===== src/rtl/key_repeater.sv =====
// Typematic key repeater: each key emits one pulse on press, then repeat pulses
// after an initial delay while it stays held. The two channels are independent.

module key_repeater_ch #(
   parameter int DELAY_CYCLES  = 20,
   parameter int REPEAT_CYCLES = 8,
   parameter int CNT_W         = 16
) (
   input  logic clock,
   input  logic reset,
   input  logic key,
   output logic pulse,
   output logic rep
);
   typedef enum logic [1:0] {ARM, IDLE, DELAY, REPEAT} state_t;

   localparam logic [CNT_W-1:0] DLY_LAST = CNT_W'(DELAY_CYCLES - 1);
   localparam logic [CNT_W-1:0] REP_LAST = CNT_W'(REPEAT_CYCLES - 1);
   localparam logic [CNT_W-1:0] CNT_ONE  = CNT_W'(1);

   state_t           state, state_n;
   logic [CNT_W-1:0] cnt, cnt_n;
   logic             pulse_n;

   always_ff @(posedge clock) begin
      if (reset) begin
         state <= ARM;
         cnt   <= '0;
         pulse <= 1'b0;
         rep   <= 1'b0;
      end else begin
         state <= state_n;
         cnt   <= cnt_n;
         pulse <= pulse_n;
         rep   <= (state_n == REPEAT);
      end
   end

   always_comb begin
      state_n = state;
      cnt_n   = cnt;
      pulse_n = 1'b0;
      case (state)
         // A key already down at reset must be seen released before it counts.
         ARM: if (!key) state_n = IDLE;
         IDLE: if (key) begin
            pulse_n = 1'b1;
            cnt_n   = '0;
            state_n = DELAY;
         end
         DELAY: begin
            if (!key) begin
               state_n = IDLE;
               cnt_n   = '0;
            end else if (cnt == DLY_LAST) begin
               pulse_n = 1'b1;
               cnt_n   = '0;
               state_n = REPEAT;
            end else begin
               cnt_n = cnt + CNT_ONE;
            end
         end
         REPEAT: begin
            if (!key) begin
               state_n = IDLE;
               cnt_n   = '0;
            end else if (cnt == REP_LAST) begin
               pulse_n = 1'b1;
               cnt_n   = '0;
            end else begin
               cnt_n = cnt + CNT_ONE;
            end
         end
         default: state_n = ARM;
      endcase
   end
endmodule

module key_repeater #(
   parameter int DELAY_CYCLES  = 20,
   parameter int REPEAT_CYCLES = 8,
   parameter int CNT_W         = 16
) (
   input  logic clock,
   input  logic reset,
   input  logic I0,
   input  logic I1,
   output logic P0,
   output logic P1,
   output logic R0,
   output logic R1
);
   localparam int NUM_LANES = 2;

   logic [NUM_LANES-1:0] key, pulse, rep;

   assign key = {I1, I0};
   assign P0  = pulse[0];
   assign P1  = pulse[1];
   assign R0  = rep[0];
   assign R1  = rep[1];

   for (genvar g = 0; g < NUM_LANES; g++) begin : g_ch
      key_repeater_ch #(
         .DELAY_CYCLES (DELAY_CYCLES),
         .REPEAT_CYCLES(REPEAT_CYCLES),
         .CNT_W        (CNT_W)
      ) u_ch (
         .clock(clock),
         .reset(reset),
         .key  (key[g]),
         .pulse(pulse[g]),
         .rep  (rep[g])
      );
   end
endmodule


===== config.mk =====
export PLATFORM = sky130hd
export DESIGN_NAME = key_repeater
export DESIGN_NICKNAME = d
export VERILOG_FILES = /design/src/rtl/key_repeater.sv
export SDC_FILE = /design/constraint.sdc
export NUM_CORES = 1
export LEC_CHECK = 0
export CORE_UTILIZATION = 40
export CTS_BUF_LIST = sky130_fd_sc_hd__clkbuf_8
export DETAILED_ROUTE_END_ITERATION = 8
export GPL_TIMING_DRIVEN = 0
export SLEW_MARGIN = 30
export SYNTH_ARGS = -nofsm -noshare
export SYNTH_HDL_FRONTEND = slang
export SYNTH_SLANG_ARGS = --single-unit

===== constraint.sdc =====
create_clock -name clock -period 2.3 [get_ports clock]
set_clock_uncertainty 0.05 [all_clocks]
set_input_delay 0.46 -clock clock [delete_from_list [all_inputs] [get_ports clock]]
set_output_delay 0.46 -clock clock [all_outputs]
set_load 0.02 [all_outputs]

### After elaboration in Yosys (flattened, before gate mapping)

Index checks and enable logic that the tools add are counted.

* register bits after elaboration: 40
* input port bits: 4
* output and inout port bits: 4
* word-level logic and storage cells: 66

* add/subtract/negate cells: 2
* equal/unequal tests: 14
* mux-type cells: 34
* reduce and logical (&&, ||, !) cells: 8

Operator list (number)
* 16-bit two-way mux: 10
* 16-bit one-hot mux with 3 select lines: 2
* 16-bit by 1-bit adder with 16-bit output, second input constant: 2
* 16-bit by 3-bit == test with 1-bit output, second input constant: 2
* 16-bit by 5-bit == test with 1-bit output, second input constant: 2
* 2-bit two-way mux: 8
* 2-bit == test, second input constant: 6
* 2-bit one-hot mux with 3 select lines: 2
* 1-bit two-way mux: 10
* 1-bit one-hot mux with 3 select lines: 2
* 3-bit nonzero test: 2
* 2-bit by 1-bit == test with 1-bit output, second input constant: 2
* 2-bit logical NOT: 2
* 2-bit inequality test, second input constant: 2
* 2-bit AND reduction: 2
* 2-bit OR reduction: 2

### Depth between registers and ports, before layout

Gate-level depths: netlist (run 1).

* depth after elaboration: 5
* gate-level depth with buffers: 8

### Modules after synthesis

From an unflattened synthesis (run 1), not the netlist that was laid out.

* cell total of the unflattened synthesis: 244
* area total of the unflattened synthesis: 2207.1 um^2

By module, submodules not included
* key_repeater_ch: instances 2, cells an instance 122, area an instance 1103.6 um^2, seq. area each 400.4 um^2

### Worst setup path before layout (run 1)

No wires, ideal clock.

* path kind: reg2reg
* start: register g_ch[1].u_ch.cnt[0]
* end: register g_ch[1].u_ch.cnt[13]
* setup time: 0.121 ns
* data arrival time: 1.751 ns
* slack: 0.378 ns
* stages on the path, launching flop included: 8
* buffers on the path: 0
* clock period less this slack: 1.922 ns
* cells stage by stage: dfxtp_1 > ha_1 > nor4b_1 > and4_2 > a21boi_2 > or2_4 > a31o_1 > mux2_4

* cells in the longest elaborated chain, start to end: 4
* elaborated cells on any way between the ends: 8
* classes of those cells: 1 x add/sub; 2 x eq/ne; 5 x mux

RTL lines
* start, declared: line 22 `logic [CNT_W-1:0] cnt, cnt_n;`
* start signal, assigned: line 33 `cnt <= cnt_n;`
* 16-bit by 1-bit adder with 16-bit output, or another cell as far along: line 60, 71
* 16-bit two-way mux, on equally long branches: line 67, 55
* 16-bit two-way mux, on equally long branches: line 64, 52
* 16-bit one-hot mux with 3 select lines *: line 43 `case (state)`

Mark *: on every way between the ends. The rest lies on a longest branch, timed or not.
A chain may end at the register's enable or synchronous reset.

### Worst setup path in the final report (run 1)

* start: register g_ch[1].u_ch.cnt[0]
* end: register g_ch[1].u_ch.cnt[3]

Same word-level chain as after synthesis.

==> impl_metrics.toml, run 1 <==
[route]
drt_iter0_drc = 51
viasPerCell = 4.91
num_vias = 1654
drcViolationCount = 0
ant_nets = 0
routed_wl_um = 3830
firstDrtPassIters = 4
wl_per_cell_um = 11.4

[die]
ios = 8
std_cell_rows = 26
die_area_um2 = 5580
die_h_um = 74.7
core_um2 = 5110
die_w_um = 74.7
start_util_pct = 41.4

[worst_hold_path]
whs_path_depth = 2
hold_path.class = "reg2reg"
hp-start = "g_ch[0].u_ch.cnt[1]"
holdPathEnd = "g_ch[0].u_ch.cnt[1]"

[placed_design]
hpwl_um = 2760
portBuffers = 7
gp_congestion = 0.818
dp.cells = 329

[setup_path]
cp.arrival_ns = 2.33
r2r_slack_ns = 0.11
reg2reg_to = "g_ch[1].u_ch.cnt[3]"
crit_fanout = 10
worst_ep_required_time_ns = 2.44
start_kind = "register"
cp-end-kind = "register"
path_class = "reg2reg"
rr_startpoint = "g_ch[1].u_ch.cnt[0]"
reg2reg_depth = 8

[synthesis]
avgSynthCellArea_um2 = 8.39
synth_ff_type = "dfxtp_1"
synth_common_cells = "nor2_1, dfxtp_1, nand2_1"
ys_ff_latch = 40
yosysTopAreaCell = "dfxtp_1"
synth.distinct_cells = 41
synth_edf_count = 0
ys_seq_area_share_pct = 37.9
synth_cells = 252
yosys_warnings = 0
syn_nets = 270
yosysMostFrequentCell = "nor2_1"
syn_area_um2 = 2110
synth_area_leaders = "dfxtp_1, ha_1, nor2_1, xor2_1, xnor2_1"
yosys.area.top_type_share_pct = 37.9
async_reset_ff_share_pct = 0

[cts]
clkTransAtPathRegs_ns = 0.08
cts.sinks = 40
htreeDepth = 2
cts_setup_buffers = 0
numCtsBuffers = 5
clkLatencyLatePin_ns = 0.30
ctsHoldBuffers = 0
clk_path_buf_depth = 2
cts_tree = "yes"
root_buffer = "clkbuf_8"

[power]
p_leak_nw = 0.866
power_mw = 1.45
clkPwrFrac_pct = 39.9
switching_power_uw = 367
peakVddDrop_uv = 346
p_per_area_nw_per_um2 = 605
pwr-share-seq_pct = 49.0
p_int_mw = 1.09
p_sw_share_pct = 25.3
pwr-share-comb_pct = 11.1

[run]
drv_cap = 0

[sta]
finalHoldViolCount = 0
fin_crit_sh_pct = 95.2
worst_pin_slew_ns = 0.481
finalSetupViolCount = 0
period_needed_ns = 2.19
drv_slew = 0
clock.fmax_ghz = 0.457
max_slew_margin_pct = 68.0

[cells_and_area]
layoutNonFillerInstCount = 337
drive_above_1_share_pct = 7.87
n_antenna_cell = 0
n_fill_cell = 533
area_growth_syn_to_layout_pct = 13.6
nets = 284

[grt]
grt_max_degree = 14
grt_pass1_vias = 1496
overflow = 0
track_usage_pct = 15.4
grt_first_pass_wirelength_um = 6550
antenna_found_initial = 0

[run_status]
status = "finished clean"
[repair_timing]
item	in CTS	in global routing
pin swaps	0	1
endpoints found under the setup margin	1	14
cloned	0	0
gates resized for setup	1	3
[per-stage QoR]
| stage | setup TNS [ns] | hold slack (ns) | utilization (%) | instance area, µm² | setup WS (ns) |
|---|---|---|---|---|---|
| finish | 0 | 0.461 | 47.0 | 2400 | 0.110 |
| global route | -0.312 | 0.487 | 47.0 | 2400 | -0.0485 |
| CTS | 0 | 0.462 | 46.7 | 2390 | 0.0909 |
| detailed placement | -4.15 | 0.448 | 44.5 | 2270 | -0.313 |
| global placement | -3.97 | 0.433 | 44.5 | 2270 | -0.299 |
| floorplan | 0 | 0.414 | - | 2110 | 0.378 |
[flip-flops by register name, summed over array words and instances (netlist names)]
| signal | flops |
|---|---|
| g_ch.u_ch.state | 4 |
| g_ch.u_ch.cnt | 32 |
| g_ch.u_ch.pulse | 2 |
| g_ch.u_ch.rep | 2 |
[layout by cell type, fill, tap and decap left out, drive strengths merged, types with 2 or more instances in the layout]
| master | n |
|---|---|
| a21oi | 12 |
| dfxtp | 40 |
| or3 | 2 |
| nor2 | 44 |
| a21boi | 2 |
| inv | 17 |
| nor4 | 6 |
| nand3 | 9 |
| clkdlybuf4s50 | 7 |
| nand4 | 10 |
| clkbuf | 6 |
| nor2b | 4 |
| ha | 14 |
| nand2 | 18 |
| and3 | 5 |
| a21o | 3 |
| nor3 | 8 |
| and2b | 2 |
| xnor2 | 12 |
| o21ai | 9 |
| nor4b | 2 |
| buf | 2 |
| xor2 | 13 |
| o21a | 2 |
[layer usage]
metal / vias up / share of wire, % / track usage [%]
met5: - / 0 / 0
met4: 0 / 1.7 / 6.29
met3: 7 / 2.5 / 3.61
met2: 14 / 45 / 23.5
met1: 742 / 51 / 20.9
li1: 891 / - / -
[area by class of cell]
| type | count | area [µm²] | area share (%) |
|---|---|---|---|
| multi-input combinational | 192 | 1250 | 52.0 |
| sequential | 40 | 801 | 33.4 |
| tap | 70 | 87.6 | 3.65 |
| timing repair buffer | 7 | 70.1 | 2.92 |
| clock buffer | 5 | 68.8 | 2.87 |
| inverter | 17 | 63.8 | 2.66 |
| clock inverter | 3 | 42.5 | 1.77 |
| buffer | 3 | 20.0 | 0.834 |
[worst max-delay path: stages (launching register included)]
cell	delay, ns
dfxtp_1	0.40
ha_1	0.27
nor4b_2	0.25
and4_2	0.32
a21boi_1	0.09
or2_4	0.26
a31oi_4	0.23
buf_6	0.17
nor2_1	0.05
[power by group through the flow]
stage,clock network [mW],logic (mW),registers (mW)
floorplan,0,0.116,0.727
global placement,0,0.159,0.727
detailed placement,0,0.158,0.727
CTS,0.600,0.163,0.711
global route,0.625,0.183,0.712
finish,0.580,0.161,0.711
[worst max path at each step]
stage                        startpoint              endpoint  slack, ns  cells after the start
floorplan           g_ch[1].u_ch.cnt[0]  g_ch[1].u_ch.cnt[13]       0.38                      7
global placement                     I1  g_ch[1].u_ch.cnt[13]      -0.30                      6
detailed placement                   I1  g_ch[1].u_ch.cnt[13]      -0.31                      6
CTS                 g_ch[1].u_ch.cnt[0]   g_ch[1].u_ch.cnt[3]       0.09                      8
global route        g_ch[1].u_ch.cnt[0]   g_ch[1].u_ch.cnt[3]      -0.05                      8
finish              g_ch[1].u_ch.cnt[0]   g_ch[1].u_ch.cnt[3]       0.11                      8
[cell families (layout without fill, tap and decap cells)]
logic type / after synthesis / after routing / share of synthesized area (%)
multiplexers: 2 / 2 / 1.18
XOR/XNOR: 25 / 25 / 10.4
buffers and inverters: 20 / 35 / 3.96
AND/OR/NAND/NOR: 116 / 116 / 27.2
flip-flops: 40 / 40 / 37.9
AO/OA/AOI/OAI: 35 / 35 / 11.1
adder cells (fa/ha/maj): 14 / 14 / 8.28
Power figures use the tool's default switching activity.
==> inputs of run 2 (changes only) <==
--- a/config.mk
+++ b/config.mk
@@ -5,10 +5,12 @@
 export SDC_FILE = /design/constraint.sdc
 export NUM_CORES = 1
 export LEC_CHECK = 0
+export ABC_CLOCK_PERIOD_IN_PS = 2200
 export CORE_UTILIZATION = 40
 export CTS_BUF_LIST = sky130_fd_sc_hd__clkbuf_8
 export DETAILED_ROUTE_END_ITERATION = 8
 export GPL_TIMING_DRIVEN = 0
+export SETUP_SLACK_MARGIN = 0.3
 export SLEW_MARGIN = 30
 export SYNTH_ARGS = -nofsm -noshare
 export SYNTH_HDL_FRONTEND = slang
==> constraint.sdc (replaced) <==
create_clock -name clock -period 2.2 [get_ports clock]
set_clock_uncertainty 0.05 [all_clocks]
set_input_delay 0.44 -clock clock [delete_from_list [all_inputs] [get_ports clock]]
set_output_delay 0.44 -clock clock [all_outputs]
set_load 0.02 [all_outputs]
==> run 2 against run 1 <==
Net effect:
- maximum frequency grew 13%
- global-route usage rose by 0.96 points
- sequential cell count did not move
- cell count grew 3.9%
- clock power grew 14%
- sequential power increased by 4.4%
- total power grew 11%
- via count rose by 4.2%
- count of clock-buffer cells in the layout is 2 higher
- critical path depth is the same
- first-iteration DRC count is 14% higher
- non-clock buffer count grew 13
==> impl_metrics.toml, run 2 (synthesized netlist as in run 1, its figures left out) <==
[setup_path]
cp.arrival_ns = 2.08
worst_path_max_delay_cell = "dfxtp_4"
start_kind = "register"
crit_fanout = 5
critPathMaxStageDelay_ns = 0.37
cp-end-kind = "register"
worst_ep_required_time_ns = 2.34
cp_cell_sequence = "ha_4 > nor4b_4 > and4_4 > a21boi_2 > or2_4 > a31oi_4 > buf_6 > nor2_2"
path_class = "reg2reg"

[die]
die_area_um2 = 5580
die_w_um = 74.7
die_h_um = 74.7
ios = 8
std_cell_rows = 26
start_util_pct = 41.4
core_um2 = 5110

[placed_design]
hpwl_um = 2740
pre_cts_ws_ns = -0.391
dp.cells = 329
gp_congestion = 0.800
portBuffers = 7

[cells_and_area]
fin_util_pct = 52.7
most-common-layout-cells = "nor2_1, dfxtp_1, nand2_1, inv_1, xor2_1"
largest_reg_flops = 32
final_common_cell = "nor2_1"
drive_above_1_share_pct = 21.1
top_regs = "g_ch.u_ch.cnt: 32 flops, g_ch.u_ch.state: 4 flops"
layoutNonFillerInstCount = 350
area_growth_syn_to_layout_pct = 27.2
n_fill_cell = 480
n_antenna_cell = 0
largest_register = "g_ch.u_ch.cnt"
nets = 297

[grt]
grtUsageMet3_pct = 6.02
gr-max-usage-layer = "met2"
globalRouteMet1Util_pct = 20.9
grt_first_pass_wirelength_um = 6960
antenna_found_initial = 0
grt_pass1_vias = 1613
overflow = 0
grt_max_degree = 13
track_usage_pct = 16.4
grt_use_met2_pct = 26.0

[cts]
htreeDepth = 2
root_buffer = "clkbuf_8"
clkLatencyLatePin_ns = 0.29
clk_path_buf_depth = 2
ctsHoldBuffers = 0
clkTransAtPathRegs_ns = 0.08
cts.sinks = 40
cts_tree = "yes"
numCtsBuffers = 5

[power]
p_per_area_nw_per_um2 = 600
peakVddDrop_uv = 331
p_leak_nw = 0.983

[worst_hold_path]
hold_path.class = "reg2reg"

[route]
routed_wl_um = 4110
viasPerCell = 4.92
firstDrtPassIters = 4
drcViolationCount = 0
num_vias = 1723
wl_per_cell_um = 11.7
ant_nets = 0
drt_iter0_drc = 58

[sta]
finalHoldViolCount = 0
final.setup.worst_slack_ns = 0.261
fin_crit_sh_pct = 88.1
drv_slew = 0
max_slew_margin_pct = 67.4
fin_tns_setup_ns = 0
finalSetupViolCount = 0
rsz0062_at_grt = "true"
clock.fmax_ghz = 0.516
worst_pin_slew_ns = 0.488
period_needed_ns = 1.94

[run_status]
status = "finished clean"

[run]
drv_cap = 0
run 2: per-layer routing:
layer / vias to the layer above / share of wire (%) / wire length, µm
met5: - / 0 / 0
met4: 0 / 1.6 / 65
met3: 6 / 2.6 / 108
met2: 17 / 47 / 1910
met1: 784 / 49 / 2020
li1: 916 / - / -
run 2: per-stage QoR:
stage | power (mW) | hold slack [ns] | instance area (µm²)
2_1_floorplan | 0.881 | 0.414 | 2120
4_1_cts | 1.61 | 0.454 | 2570
3_5_place_dp | 0.926 | 0.443 | 2280
3_3_place_gp | 0.927 | 0.431 | 2280
5_1_grt | 1.69 | 0.508 | 2690
6_report | 1.62 | 0.450 | 2690
run 2: what timing repair did:
item                       CTS  global route
setup buffers                8             4
gates cloned                 1             0
resized for setup           24            26
pin swaps                    6            11
setup endpoints to repair   31            29
run 2: cell type report:
cell class,instances,area (µm²),share of cell area (%)
inverter,17,63.8,2.37
clock buffer,7,96.3,3.58
clock inverter,1,30.0,1.12
timing repair buffer,20,173,6.42
multi-input combinational,192,1400,52.1
tap,70,87.6,3.26
sequential,40,811,30.1
buffer,3,26.3,0.977
run 2: power breakdown:
part | internal, mW | leakage [nW] | switching, mW
clock | 0.400 | 0.0645 | 0.260
combinational | 0.0909 | 0.593 | 0.122
sequential | 0.732 | 0.326 | 0.0102
run 2: worst max-delay path: cells and delay by family, from the launching register on:
family / cells / cell delay [ns]
adder cells (fa/ha/maj): 1 / 0.13
flip-flops: 1 / 0.37
AO/OA/AOI/OAI: 2 / 0.33
AND/OR/NAND/NOR: 4 / 0.79
buffers and inverters: 1 / 0.17
run 2: path summary, 6_finish.rpt:
check | start | endpoint | slack, ns | depth (start not counted)
worst max-delay path | g_ch[1].u_ch.cnt[0] | g_ch[1].u_ch.cnt[7] | 0.26 | 8
worst min-delay path | g_ch[1].u_ch.cnt[15] | g_ch[1].u_ch.cnt[15] | 0.45 | 2
worst max register to register | g_ch[1].u_ch.cnt[0] | g_ch[1].u_ch.cnt[7] | 0.26 | 8
worst min register to register | g_ch[1].u_ch.cnt[15] | g_ch[1].u_ch.cnt[15] | 0.45 | 2
